--- src/rtl/traffic_stats_axil_slave_if.sv ---
// AXI4-Lite bus bundle between the PS interconnect master and the traffic
// statistics register slave.
//   AW: s_axi_awaddr/awvalid/awready     W: s_axi_wdata/wstrb/wvalid/wready
//   B : s_axi_bresp/bvalid/bready        AR: s_axi_araddr/arvalid/arready
//   R : s_axi_rdata/rresp/rvalid/rready
interface traffic_stats_axil_slave_if #(
  parameter int unsigned ADDR_W = 8,
  parameter int unsigned DATA_W = 32
) ();
  logic [ADDR_W-1:0]   s_axi_awaddr;
  logic                s_axi_awvalid;
  logic                s_axi_awready;
  logic [DATA_W-1:0]   s_axi_wdata;
  logic [DATA_W/8-1:0] s_axi_wstrb;
  logic                s_axi_wvalid;
  logic                s_axi_wready;
  logic [1:0]          s_axi_bresp;
  logic                s_axi_bvalid;
  logic                s_axi_bready;
  logic [ADDR_W-1:0]   s_axi_araddr;
  logic                s_axi_arvalid;
  logic                s_axi_arready;
  logic [DATA_W-1:0]   s_axi_rdata;
  logic [1:0]          s_axi_rresp;
  logic                s_axi_rvalid;
  logic                s_axi_rready;

  modport slave (
    input  s_axi_awaddr, s_axi_awvalid, s_axi_wdata, s_axi_wstrb, s_axi_wvalid,
    input  s_axi_bready, s_axi_araddr, s_axi_arvalid, s_axi_rready,
    output s_axi_awready, s_axi_wready, s_axi_bresp, s_axi_bvalid,
    output s_axi_arready, s_axi_rdata, s_axi_rresp, s_axi_rvalid
  );

  modport master (
    output s_axi_awaddr, s_axi_awvalid, s_axi_wdata, s_axi_wstrb, s_axi_wvalid,
    output s_axi_bready, s_axi_araddr, s_axi_arvalid, s_axi_rready,
    input  s_axi_awready, s_axi_wready, s_axi_bresp, s_axi_bvalid,
    input  s_axi_arready, s_axi_rdata, s_axi_rresp, s_axi_rvalid
  );
endinterface

--- src/rtl/traffic_stats_axil_slave.sv ---
// AXI4-Lite register slave for the traffic analyzer: ID/VERSION, FLIP scratch,
// CONTROL (enable/freeze) and 64-bit statistics counters read hi-then-lo.
// Ports:
//   aclk, rst            clock, synchronous active-high reset
//   s_axi                AXI4-Lite slave bundle (traffic_stats_axil_slave_if.slave)
//   ctrl_enable/freeze   CONTROL[0]/CONTROL[1]
//   stat_*               live counter inputs from the analyzer datapath
module traffic_stats_axil_slave #(
  parameter int unsigned C_S_AXI_ADDR_WIDTH = 8,
  parameter int unsigned C_S_AXI_DATA_WIDTH = 32,
  parameter logic [31:0] IP_ID      = 32'h0000A0A1,
  parameter logic [31:0] IP_VERSION = 32'h00010000
) (
  input  logic        aclk,
  input  logic        rst,
  traffic_stats_axil_slave_if.slave s_axi,
  output logic        ctrl_enable,
  output logic        ctrl_freeze,
  input  logic [63:0] stat_pkts,
  input  logic [63:0] stat_octets,
  input  logic [63:0] stat_octets_idle,
  input  logic [63:0] stat_bad_crc_pkts,
  input  logic [31:0] stat_latency_min
);
  localparam int unsigned AW = C_S_AXI_ADDR_WIDTH;
  localparam int unsigned DW = C_S_AXI_DATA_WIDTH;
  localparam int unsigned SW = DW / 8;

  localparam logic [1:0] RESP_OKAY   = 2'b00;
  localparam logic [1:0] RESP_SLVERR = 2'b10;

  // Word indices (byte offset >> 2)
  localparam logic [5:0] IDX_ID       = 6'h00;
  localparam logic [5:0] IDX_VERSION  = 6'h01;
  localparam logic [5:0] IDX_FLIP     = 6'h03;
  localparam logic [5:0] IDX_CONTROL  = 6'h04;
  localparam logic [5:0] IDX_PKTS_HI  = 6'h08;
  localparam logic [5:0] IDX_PKTS_LO  = 6'h09;
  localparam logic [5:0] IDX_OCT_HI   = 6'h0A;
  localparam logic [5:0] IDX_OCT_LO   = 6'h0B;
  localparam logic [5:0] IDX_IDLE_HI  = 6'h0C;
  localparam logic [5:0] IDX_IDLE_LO  = 6'h0D;
  localparam logic [5:0] IDX_CRC_HI   = 6'h16;
  localparam logic [5:0] IDX_CRC_LO   = 6'h17;
  localparam logic [5:0] IDX_LAT_MIN  = 6'h26;

  localparam logic [0:0] W_IDLE = 1'b0;
  localparam logic [0:0] W_RESP = 1'b1;
  localparam logic [0:0] R_IDLE = 1'b0;
  localparam logic [0:0] R_DATA = 1'b1;

  logic [0:0]    w_state, w_state_next;
  logic [0:0]    r_state, r_state_next;

  logic          awready, wready, bvalid, arready, rvalid;
  logic [1:0]    bresp, rresp;
  logic [DW-1:0] rdata;

  logic          aw_full, w_full;
  logic [5:0]    aw_idx;
  logic [DW-1:0] w_data;
  logic [SW-1:0] w_strb;

  logic [DW-1:0] flip;
  logic [31:0]   pkts_lo, octets_lo, idle_lo, crc_lo;

  logic [AW-1:0] awaddr_c, araddr_c;
  logic [5:0]    ar_idx_c;
  logic          aw_hs_c, w_hs_c, ar_hs_c, b_hs_c, r_hs_c;
  logic          commit_c, wr_flip_c, wr_ctrl_c;
  logic [DW-1:0] rd_data_c;
  logic [1:0]    rd_resp_c;
  logic          unused_c;

  assign awaddr_c = s_axi.s_axi_awaddr;
  assign araddr_c = s_axi.s_axi_araddr;
  assign ar_idx_c = araddr_c[7:2];
  // Byte-lane bits of the address carry no meaning here
  assign unused_c = ^{awaddr_c[1:0], araddr_c[1:0]};

  assign s_axi.s_axi_awready = awready;
  assign s_axi.s_axi_wready  = wready;
  assign s_axi.s_axi_bvalid  = bvalid;
  assign s_axi.s_axi_bresp   = bresp;
  assign s_axi.s_axi_arready = arready;
  assign s_axi.s_axi_rvalid  = rvalid;
  assign s_axi.s_axi_rresp   = rresp;
  assign s_axi.s_axi_rdata   = rdata;

  assign aw_hs_c = s_axi.s_axi_awvalid && awready;
  assign w_hs_c  = s_axi.s_axi_wvalid && wready;
  assign b_hs_c  = bvalid && s_axi.s_axi_bready;
  assign ar_hs_c = s_axi.s_axi_arvalid && arready;
  assign r_hs_c  = rvalid && s_axi.s_axi_rready;

  // Write commits in the cycle both holding registers are full
  assign commit_c  = (w_state == W_IDLE) && aw_full && w_full;
  assign wr_flip_c = commit_c && (aw_idx == IDX_FLIP);
  assign wr_ctrl_c = commit_c && (aw_idx == IDX_CONTROL);

  // Next-state logic for both channel FSMs
  always_comb begin
    w_state_next = w_state;
    r_state_next = r_state;
    if (w_state == W_IDLE) begin
      if (commit_c) w_state_next = W_RESP;
    end else begin
      if (b_hs_c) w_state_next = W_IDLE;
    end
    if (r_state == R_IDLE) begin
      if (ar_hs_c) r_state_next = R_DATA;
    end else begin
      if (r_hs_c) r_state_next = R_IDLE;
    end
  end

  // Read decode; sees register values before any same-cycle write commit
  always_comb begin
    rd_data_c = '0;
    rd_resp_c = RESP_OKAY;
    case (ar_idx_c)
      IDX_ID:      rd_data_c = IP_ID;
      IDX_VERSION: rd_data_c = IP_VERSION;
      IDX_FLIP:    rd_data_c = ~flip;
      IDX_CONTROL: rd_data_c = {30'd0, ctrl_freeze, ctrl_enable};
      IDX_PKTS_HI: rd_data_c = stat_pkts[63:32];
      IDX_PKTS_LO: rd_data_c = pkts_lo;
      IDX_OCT_HI:  rd_data_c = stat_octets[63:32];
      IDX_OCT_LO:  rd_data_c = octets_lo;
      IDX_IDLE_HI: rd_data_c = stat_octets_idle[63:32];
      IDX_IDLE_LO: rd_data_c = idle_lo;
      IDX_CRC_HI:  rd_data_c = stat_bad_crc_pkts[63:32];
      IDX_CRC_LO:  rd_data_c = crc_lo;
      IDX_LAT_MIN: rd_data_c = stat_latency_min;
      default:     rd_resp_c = RESP_SLVERR;
    endcase
  end

  // Write channel: AW/W holding registers, commit, B response, writable regs
  always_ff @(posedge aclk) begin
    if (rst) begin
      w_state     <= W_IDLE;
      awready     <= 1'b0;
      wready      <= 1'b0;
      aw_full     <= 1'b0;
      w_full      <= 1'b0;
      aw_idx      <= '0;
      w_data      <= '0;
      w_strb      <= '0;
      bvalid      <= 1'b0;
      bresp       <= RESP_OKAY;
      flip        <= '0;
      ctrl_enable <= 1'b0;
      ctrl_freeze <= 1'b0;
    end else begin
      w_state <= w_state_next;
      if (w_state == W_IDLE) begin
        if (commit_c) begin
          aw_full <= 1'b0;
          w_full  <= 1'b0;
          bvalid  <= 1'b1;
          bresp   <= (wr_flip_c || wr_ctrl_c) ? RESP_OKAY : RESP_SLVERR;
        end else begin
          if (aw_hs_c) begin
            aw_full <= 1'b1;
            aw_idx  <= awaddr_c[7:2];
            awready <= 1'b0;
          end else if (!aw_full) begin
            awready <= 1'b1;
          end
          if (w_hs_c) begin
            w_full <= 1'b1;
            w_data <= s_axi.s_axi_wdata;
            w_strb <= s_axi.s_axi_wstrb;
            wready <= 1'b0;
          end else if (!w_full) begin
            wready <= 1'b1;
          end
        end
      end else if (b_hs_c) begin
        bvalid  <= 1'b0;
        awready <= 1'b1;
        wready  <= 1'b1;
      end

      for (int i = 0; i < int'(SW); i++) begin
        if (wr_flip_c && w_strb[i]) flip[8*i +: 8] <= w_data[8*i +: 8];
      end
      if (wr_ctrl_c && w_strb[0]) begin
        ctrl_enable <= w_data[0];
        ctrl_freeze <= w_data[1];
      end
    end
  end

  // Read channel: one-cycle registered response; hi read snapshots lo half
  always_ff @(posedge aclk) begin
    if (rst) begin
      r_state   <= R_IDLE;
      arready   <= 1'b0;
      rvalid    <= 1'b0;
      rdata     <= '0;
      rresp     <= RESP_OKAY;
      pkts_lo   <= '0;
      octets_lo <= '0;
      idle_lo   <= '0;
      crc_lo    <= '0;
    end else begin
      r_state <= r_state_next;
      if (r_state == R_IDLE) begin
        if (ar_hs_c) begin
          arready <= 1'b0;
          rvalid  <= 1'b1;
          rdata   <= rd_data_c;
          rresp   <= rd_resp_c;
          if (ar_idx_c == IDX_PKTS_HI) pkts_lo   <= stat_pkts[31:0];
          if (ar_idx_c == IDX_OCT_HI)  octets_lo <= stat_octets[31:0];
          if (ar_idx_c == IDX_IDLE_HI) idle_lo   <= stat_octets_idle[31:0];
          if (ar_idx_c == IDX_CRC_HI)  crc_lo    <= stat_bad_crc_pkts[31:0];
        end else begin
          arready <= 1'b1;
        end
      end else if (r_hs_c) begin
        rvalid  <= 1'b0;
        arready <= 1'b1;
      end
    end
  end
endmodule

--- src/flat_wrapper.sv ---
// flat-port wrapper written by rule: the top's interface ports become plain ports
module traffic_stats_axil_slave_flat 
#(
  parameter int unsigned C_S_AXI_ADDR_WIDTH = 8,
  parameter int unsigned C_S_AXI_DATA_WIDTH = 32,
  parameter logic [31:0] IP_ID      = 32'h0000A0A1,
  parameter logic [31:0] IP_VERSION = 32'h00010000
)
  (aclk, rst, ctrl_enable, ctrl_freeze, stat_pkts, stat_octets, stat_octets_idle, stat_bad_crc_pkts, stat_latency_min, s_axi_s_axi_awaddr, s_axi_s_axi_awvalid, s_axi_s_axi_wdata, s_axi_s_axi_wstrb, s_axi_s_axi_wvalid, s_axi_s_axi_bready, s_axi_s_axi_araddr, s_axi_s_axi_arvalid, s_axi_s_axi_rready, s_axi_s_axi_awready, s_axi_s_axi_wready, s_axi_s_axi_bresp, s_axi_s_axi_bvalid, s_axi_s_axi_arready, s_axi_s_axi_rdata, s_axi_s_axi_rresp, s_axi_s_axi_rvalid);
  traffic_stats_axil_slave_if s_axi_i ();
  input  logic aclk;
  input  logic rst;
  output logic ctrl_enable;
  output logic ctrl_freeze;
  input  logic [63:0] stat_pkts;
  input  logic [63:0] stat_octets;
  input  logic [63:0] stat_octets_idle;
  input  logic [63:0] stat_bad_crc_pkts;
  input  logic [31:0] stat_latency_min;
  input wire logic [$bits(s_axi_i.s_axi_awaddr)-1:0] s_axi_s_axi_awaddr;
  input wire logic [$bits(s_axi_i.s_axi_awvalid)-1:0] s_axi_s_axi_awvalid;
  input wire logic [$bits(s_axi_i.s_axi_wdata)-1:0] s_axi_s_axi_wdata;
  input wire logic [$bits(s_axi_i.s_axi_wstrb)-1:0] s_axi_s_axi_wstrb;
  input wire logic [$bits(s_axi_i.s_axi_wvalid)-1:0] s_axi_s_axi_wvalid;
  input wire logic [$bits(s_axi_i.s_axi_bready)-1:0] s_axi_s_axi_bready;
  input wire logic [$bits(s_axi_i.s_axi_araddr)-1:0] s_axi_s_axi_araddr;
  input wire logic [$bits(s_axi_i.s_axi_arvalid)-1:0] s_axi_s_axi_arvalid;
  input wire logic [$bits(s_axi_i.s_axi_rready)-1:0] s_axi_s_axi_rready;
  output wire logic [$bits(s_axi_i.s_axi_awready)-1:0] s_axi_s_axi_awready;
  output wire logic [$bits(s_axi_i.s_axi_wready)-1:0] s_axi_s_axi_wready;
  output wire logic [$bits(s_axi_i.s_axi_bresp)-1:0] s_axi_s_axi_bresp;
  output wire logic [$bits(s_axi_i.s_axi_bvalid)-1:0] s_axi_s_axi_bvalid;
  output wire logic [$bits(s_axi_i.s_axi_arready)-1:0] s_axi_s_axi_arready;
  output wire logic [$bits(s_axi_i.s_axi_rdata)-1:0] s_axi_s_axi_rdata;
  output wire logic [$bits(s_axi_i.s_axi_rresp)-1:0] s_axi_s_axi_rresp;
  output wire logic [$bits(s_axi_i.s_axi_rvalid)-1:0] s_axi_s_axi_rvalid;
  assign s_axi_i.s_axi_awaddr = s_axi_s_axi_awaddr;
  assign s_axi_i.s_axi_awvalid = s_axi_s_axi_awvalid;
  assign s_axi_i.s_axi_wdata = s_axi_s_axi_wdata;
  assign s_axi_i.s_axi_wstrb = s_axi_s_axi_wstrb;
  assign s_axi_i.s_axi_wvalid = s_axi_s_axi_wvalid;
  assign s_axi_i.s_axi_bready = s_axi_s_axi_bready;
  assign s_axi_i.s_axi_araddr = s_axi_s_axi_araddr;
  assign s_axi_i.s_axi_arvalid = s_axi_s_axi_arvalid;
  assign s_axi_i.s_axi_rready = s_axi_s_axi_rready;
  assign s_axi_s_axi_awready = s_axi_i.s_axi_awready;
  assign s_axi_s_axi_wready = s_axi_i.s_axi_wready;
  assign s_axi_s_axi_bresp = s_axi_i.s_axi_bresp;
  assign s_axi_s_axi_bvalid = s_axi_i.s_axi_bvalid;
  assign s_axi_s_axi_arready = s_axi_i.s_axi_arready;
  assign s_axi_s_axi_rdata = s_axi_i.s_axi_rdata;
  assign s_axi_s_axi_rresp = s_axi_i.s_axi_rresp;
  assign s_axi_s_axi_rvalid = s_axi_i.s_axi_rvalid;
  traffic_stats_axil_slave #(.C_S_AXI_ADDR_WIDTH(C_S_AXI_ADDR_WIDTH), .C_S_AXI_DATA_WIDTH(C_S_AXI_DATA_WIDTH), .IP_ID(IP_ID), .IP_VERSION(IP_VERSION)) u_core (.aclk(aclk), .rst(rst), .s_axi(s_axi_i), .ctrl_enable(ctrl_enable), .ctrl_freeze(ctrl_freeze), .stat_pkts(stat_pkts), .stat_octets(stat_octets), .stat_octets_idle(stat_octets_idle), .stat_bad_crc_pkts(stat_bad_crc_pkts), .stat_latency_min(stat_latency_min));
endmodule
--- config.mk ---
export PLATFORM = sky130hd
export DESIGN_NAME = traffic_stats_axil_slave_flat
export DESIGN_NICKNAME = d
export VERILOG_FILES = /design/src/rtl/traffic_stats_axil_slave_if.sv /design/src/rtl/traffic_stats_axil_slave.sv /design/src/flat_wrapper.sv
export SDC_FILE = /design/constraint.sdc
export NUM_CORES = 1
export LEC_CHECK = 0
export CAP_MARGIN = 20
export CORE_MARGIN = 5
export CORE_UTILIZATION = 49
export CTS_CLUSTER_DIAMETER = 150
export DETAILED_ROUTE_END_ITERATION = 8
export PLACE_DENSITY_LB_ADDON = 0.15
export SLEW_MARGIN = 20
export SYNTH_ARGS = -nofsm -noshare
export SYNTH_HDL_FRONTEND = slang
export SYNTH_SLANG_ARGS = --single-unit
--- constraint.sdc ---
create_clock -name aclk -period 6.2 [get_ports aclk]
set_input_delay 1.24 -clock aclk [delete_from_list [all_inputs] [get_ports aclk]]
set_output_delay 1.24 -clock aclk [all_outputs]
set_load 0.02 [all_outputs]
* After elaboration in Yosys (flattened, before gate mapping) *
Cells that the tools add are included.
W data, S select, Z words.

operators by class
  equal/unequal tests = 19
  multiplexer cells = 31
  bitwise operators = 4
  reduce and logical (&&, ||, !) cells = 35

operators by type and width
  kind                  count
  $pmux W32 S13         1
  $eq A6 B4 Y1 const B  6
  $not A32 Y32          1
  $mux W1               28
  $reduce_and A3 Y1     8
  $logic_and A1 B1 Y1   14
  $reduce_or A13 Y1     1
  $eq A6 B2 Y1 const B  2
  $eq A6 B3 Y1 const B  2
  $eq A6 B5 Y1 const B  2
  $reduce_and A2 Y1     6
  $reduce_bool A2 Y1    4
  $eq A6 B1 Y1 const B  1
  $eq A6 B6 Y1 const B  1
  $logic_not A6 Y1      1
  $ne A3 B2 Y1 const B  2
  $mux W2               2
  $ne A2 B2 Y1 const B  2
  $not A1 Y1            3
  $ne A2 B1 Y1 const B  1
  $logic_or A1 B1 Y1    1

storage, ports and cells
  register bits after elaboration = 249
  bits of input ports = 347
  output and inout port bits = 43

* Depth between registers and ports, before layout *
  depth after elaboration = 6
  mapped depth = 9
  mapped depth without buffers = 5

* Worst setup path before layout *
OpenSTA, ideal clock, no wires.

  path type = input port to flip-flop
  start point = input s_axi_s_axi_araddr[7]
  end point = register u_core.pkts_lo[10]
  library setup time = 0.132 ns
  arrival = 2.658 ns
  required time = 6.068 ns
  setup slack = 3.409 ns
  stages on the path = 7
  path buffers = 2
  cell sequence = buf_2 -> or4b_4 -> nor3_4 -> nand2_1 -> buf_2 -> nand2_1 -> a21oi_1

between the ends
  cells in the longest elaborated chain, start to end = 2

ends and longest elaborated chain
  element                      RTL line                         RTL
  from (decl)                  flat_wrapper.sv:26               input wire logic [$bits(s_axi_i.s_axi_araddr)-1:0] s_axi_s_axi_araddr;
  $eq A6 B4 Y1                 traffic_stats_axil_slave.sv:216  if (ar_idx_c == IDX_PKTS_HI) pkts_lo <= stat_pkts[31:0];
  $reduce_and A3 Y1 (no line)  --
  to (signal assigned)         traffic_stats_axil_slave.sv:216
  to (decl)                    traffic_stats_axil_slave.sv:65   logic [31:0] pkts_lo, octets_lo, idle_lo, crc_lo;

Every way passes these cells.
A chain may end at the register's enable or synchronous reset.

* Worst setup path after layout *
  start point = input s_axi_s_axi_araddr[5]
  end point = register u_core.rdata[25] (netlist: u_core.s_axi.s_axi_rdata[25])

between the ends
  cells in the longest elaborated chain, start to end = 2
  elaborated cells between the ends (all ways) = 14
  those cells by class = eq/ne: 12; mux: 1; reduce/logical: 1

ends and longest elaborated chain
  element                               RTL line                         RTL
  $eq A6 B6 Y1 (tied with other cells)  traffic_stats_axil_slave.sv:121  case (ar_idx_c)
  $pmux W32 S13 (*)                     traffic_stats_axil_slave.sv:121
  to (signal assigned)                  traffic_stats_axil_slave.sv:214  rdata <= rd_data_c;
  to (decl)                             traffic_stats_axil_slave.sv:57   logic [DW-1:0] rdata;

Every way passes the cells marked *; elsewhere a longest branch is shown, timed or not.

==> summary.md <==
| Metric | Value |
|---|---|
| Clock Path Buffers | 3 |
| Clock Latency Late Sink | around 0.55 ns |
| Synth cell count leaders | nand2_1, dfxtp_1, a21oi_1, clkbuf_1, mux2i_1 |
| Register area share after synthesis | between 40% and 50% |
| Residual DRC | 0 |
| Worst r2r path cells | 6 |
| # rows | 54 |
| Final HPWL DP | 33.1 mm |
| Min-delay src | u_core.pkts_lo[12]$_SDFFE_PP0P_ |
| WP data arrival | between 4 and 5 ns |
| Core area | ~0.022 mm² |
| Compound-cell area share of the yosys netlist | between 20% and 30% |
| Full die area | 0.0253 mm² |
| Tot GR Track Use | roughly a third |
| Worst vdd ir | between 0.0002 and 0.00025 V |
| Period minus WS final | roughly 4 ns |
| Top area cells in the synthesized netlist | dfxtp_1, nand2_1, a21oi_1 |
| Layout cell share with drive strength beyond 1 | around 5.6% |
| Max Clk Rate | 245 MHz |
| Drt first pass iters | 7 |
| Total congestion overflow | 0 |
| Root Driver | clkbuf_16 |
| RSZ-0062 raised after global routing | no |
| Initial antenna violation count | 12 |
| Clock slew seen by the registers of the worst setup and hold paths | 0.06 ns |
| Switching Fraction | a little under a quarter |
| Reg-to-Reg End | u_core.crc_lo[12]$_SDFFE_PP0P_ |
| DIE WIDTH | approximately 160 µm |
| R2r startpoint | u_core.s_axi.s_axi_arready$_SDFFE_PP0P_ |
| Worst Hold Class | reg2reg |
| Fill cells | 1,796 |
| FFs w/ async S/R, synth | 0% |
| Final net count | just over 2,000 |
| Worst EP required | between 6 and 7 ns |
| Pwr Density | roughly 240 mW/mm² |
| Post-synthesis mux area share | ~6.4% |
| CTS Hold Bufs | 0 |
| Status | complete, no violations |
| First-pass GRT wire length | roughly 68 mm |
| Initial Util | between 40% and 50% |
| Setup crit start kind | input pin |
| Synthesized cell area | ~0.011 mm² |
| Crit-path max FO | 17 |
| CTS tree | done |
| Slew headroom | a little under a third |
| Cell Int Power | approximately 2.9 mW |
| Largest net degree at the start of global routing | 94 |
| Leak Pwr | between 5 and 6 nW |
| Endpoints failing setup | 0 |
| Hold-critical path endpoint | u_core.pkts_lo[12]$_SDFFE_PP0P_ |
| Crit Path Class | in2reg |
| Final Wtd Congestion | ~0.94 |
| Post_cts resized | 0 |
| Syn Inst Count | around 1,400 |
| XOR/XNOR share of the synthesized area | 0% |
| Synthesized flop and latch total | ~250 |
| Clk_skew | 0.0146 ns |
| Synth Area in Adders | 0% |
| I/O pin cnt | 390 |
| R2R Setup Slk | about 3.7 ns |
| PortBufs | roughly 380 |
| Max Transition Viols Final | 0 |
| Seq pwr share | 43.2% |
| Post-CTS Setup Inserts | 0 |
| Clk sinks | roughly 250 |
| Post-Route WL | 45.9 mm |
| Post-DRT Antenna Nets | 0 |
| Setup TNS | 0 ns |
| CP Capture Type | register |
| Syn Area/Cell | 7.95 µm² |
| DR WL/cell | 22.9 µm |
| Placed inst area | roughly 0.015 mm² |
| Sw power | a little under 900 µW |
| Final hold vios | 0 |
| Clock group share of total power | 44.8% |
| Finished Cell Area | between 0.015 and 0.02 mm² |
| Count leader, synth | nand2_1 |
| Ys Warns | 0 |
| Ys flop type | dfxtp_1 |
| Area share of the largest cell type after synthesis | a little under half |
| Simple-Gate Fraction of Synth Area | around 20% |
| Vias in the first global route | between 10,000 and 15,000 |
| Max-Cap Viols | 0 |
| Library cells used by synthesis | 51 |
| DIE HEIGHT | approximately 160 µm |
| H-Tree Depth | 1 |
| Least-Margin Pin Slew | 1.03 ns |
| Post-synth EDFFs | 0 |
| Synth area leader | dfxtp_1 |
| Overall power | 3.78 mW |
| Via count | ~12,000 |
| Hold depth | 2 |
| DR vias/cell | 5.90 |
| TritonCTS buffer count | 27 |
| Final Cycle Share | 65.8% |
| DR iter-0 viols | roughly 1,100 |
| Largest family of logic cells by synthesized area | compound AO/OA/AOI/OAI gates |
| Power share of the combinational group | a little under an eighth |
| Synth-to-layout area growth | 44.6% |
state kept, by name, summed over array words and instances, names as in the netlist, 4 cells and up:
name                      cells
u_core.aw_idx                 6
u_core.crc_lo                32
u_core.flip                  32
u_core.idle_lo               32
u_core.octets_lo             32
u_core.pkts_lo               32
u_core.s_axi.s_axi_rdata     32
u_core.w_data                32
u_core.w_strb                 4
worst max-delay path by stage:
stage                                     start                                   endpoint  slack (ns)  cells past startpoint
final                     s_axi_s_axi_araddr[5]  u_core.s_axi.s_axi_rdata[25]$_SDFFE_PP0P_        2.12                      6
after global routing      s_axi_s_axi_araddr[5]   u_core.s_axi.s_axi_rdata[0]$_SDFFE_PP0P_        2.18                      7
after CTS                 s_axi_s_axi_araddr[6]  u_core.s_axi.s_axi_rdata[25]$_SDFFE_PP0P_        2.26                      6
after detailed placement  s_axi_s_axi_araddr[6]  u_core.s_axi.s_axi_rdata[25]$_SDFFE_PP0P_        1.68                      6
after global placement    s_axi_s_axi_araddr[6]  u_core.s_axi.s_axi_rdata[25]$_SDFFE_PP0P_        1.67                      6
after floorplan           s_axi_s_axi_araddr[7]            u_core.pkts_lo[10]$_SDFFE_PP0P_        3.41                      7
power by group through the flow:
stage,clock (mW),sequential (mW),combinational [mW]
global placement,0,1.67,0.440
floorplan,0,1.68,0.142
CTS,1.71,1.63,0.446
finish,1.69,1.63,0.450
detailed placement,0,1.67,0.443
global route,1.77,1.64,0.473
metal layers:
metal | global-route usage [%] | vias up | routed length (µm)
met3 | 6.86 | 101 | 4880
met4 | 13.1 | 6 | 1680
met5 | 0 | - | 30
li1 | - | 5460 | -
met1 | 45.0 | 5550 | 18000
met2 | 53.6 | 689 | 21200
worst max-delay path: stages:
cell             delay, ns
clkdlybuf4s50_1       0.67
nor4_1                0.75
nand3_1               0.79
buf_4                 0.49
o221ai_1              0.36
o221a_2               0.26
layout make-up:
cell class                      instances  area (µm²)  share of cell area [%]
Multi-Input combinational cell       1006        5460                    34.7
Sequential cell                       247        4940                    31.4
Timing Repair Buffer                  406        4000                    25.4
Clock buffer                           34         772                    4.90
Tap cell                              280         350                    2.23
Clock inverter                         15         178                    1.13
Antenna cell                            9        22.5                   0.143
Inverter                                3        11.3                  0.0715
cell families (layout without fill, tap and decap cells):
family,Yosys count,after routing
compound gates,415,415
flops,247,247
buf+inv,117,458
other cells,1,11
mux,69,69
simple gates,520,520
stage by stage:
stage / hold WS [ns] / std cells / util (%) / worst slack, ns
4_1_cts: 0.454 / 1991 / 72.0 / 2.26
5_1_grt: 0.469 / 2000 / 72.1 / 2.18
3_5_place_dp: 0.446 / 1942 / 67.7 / 1.68
3_3_place_gp: 0.441 / 1942 / 67.7 / 1.67
6_report: 0.454 / 2000 / 72.1 / 2.12
2_1_floorplan: 0.429 / 1370 / - / 3.41
cell usage in the layout, fill, tap and decap left out, drive strengths merged, types with 4 or more instances in the layout:
cell           Yosys  layout
o221a              6       6
nor4               5       5
o2bb2ai            7       7
clkdlybuf4s50      0     380
a22oi             45      45
buf               47      26
nand2b             4       4
diode              0       9
o22ai             14      14
mux2               4       4
nor3               8       8
and3              12      12
mux2i             65      65
nor2              48      48
and2               8       8
o2111a             5       5
a22o              13      13
a21oi            227     227
clkbuf            67      34
a32oi              5       5
a221oi            23      23
dfxtp            247     247
a211oi            21      21
nor2b              5       5
o21ai             32      32
nand3              6       6
o221ai             4       4
nand2            409     409
inv                3       4
clkinv             0       9
Power figures use the tool's default switching activity.
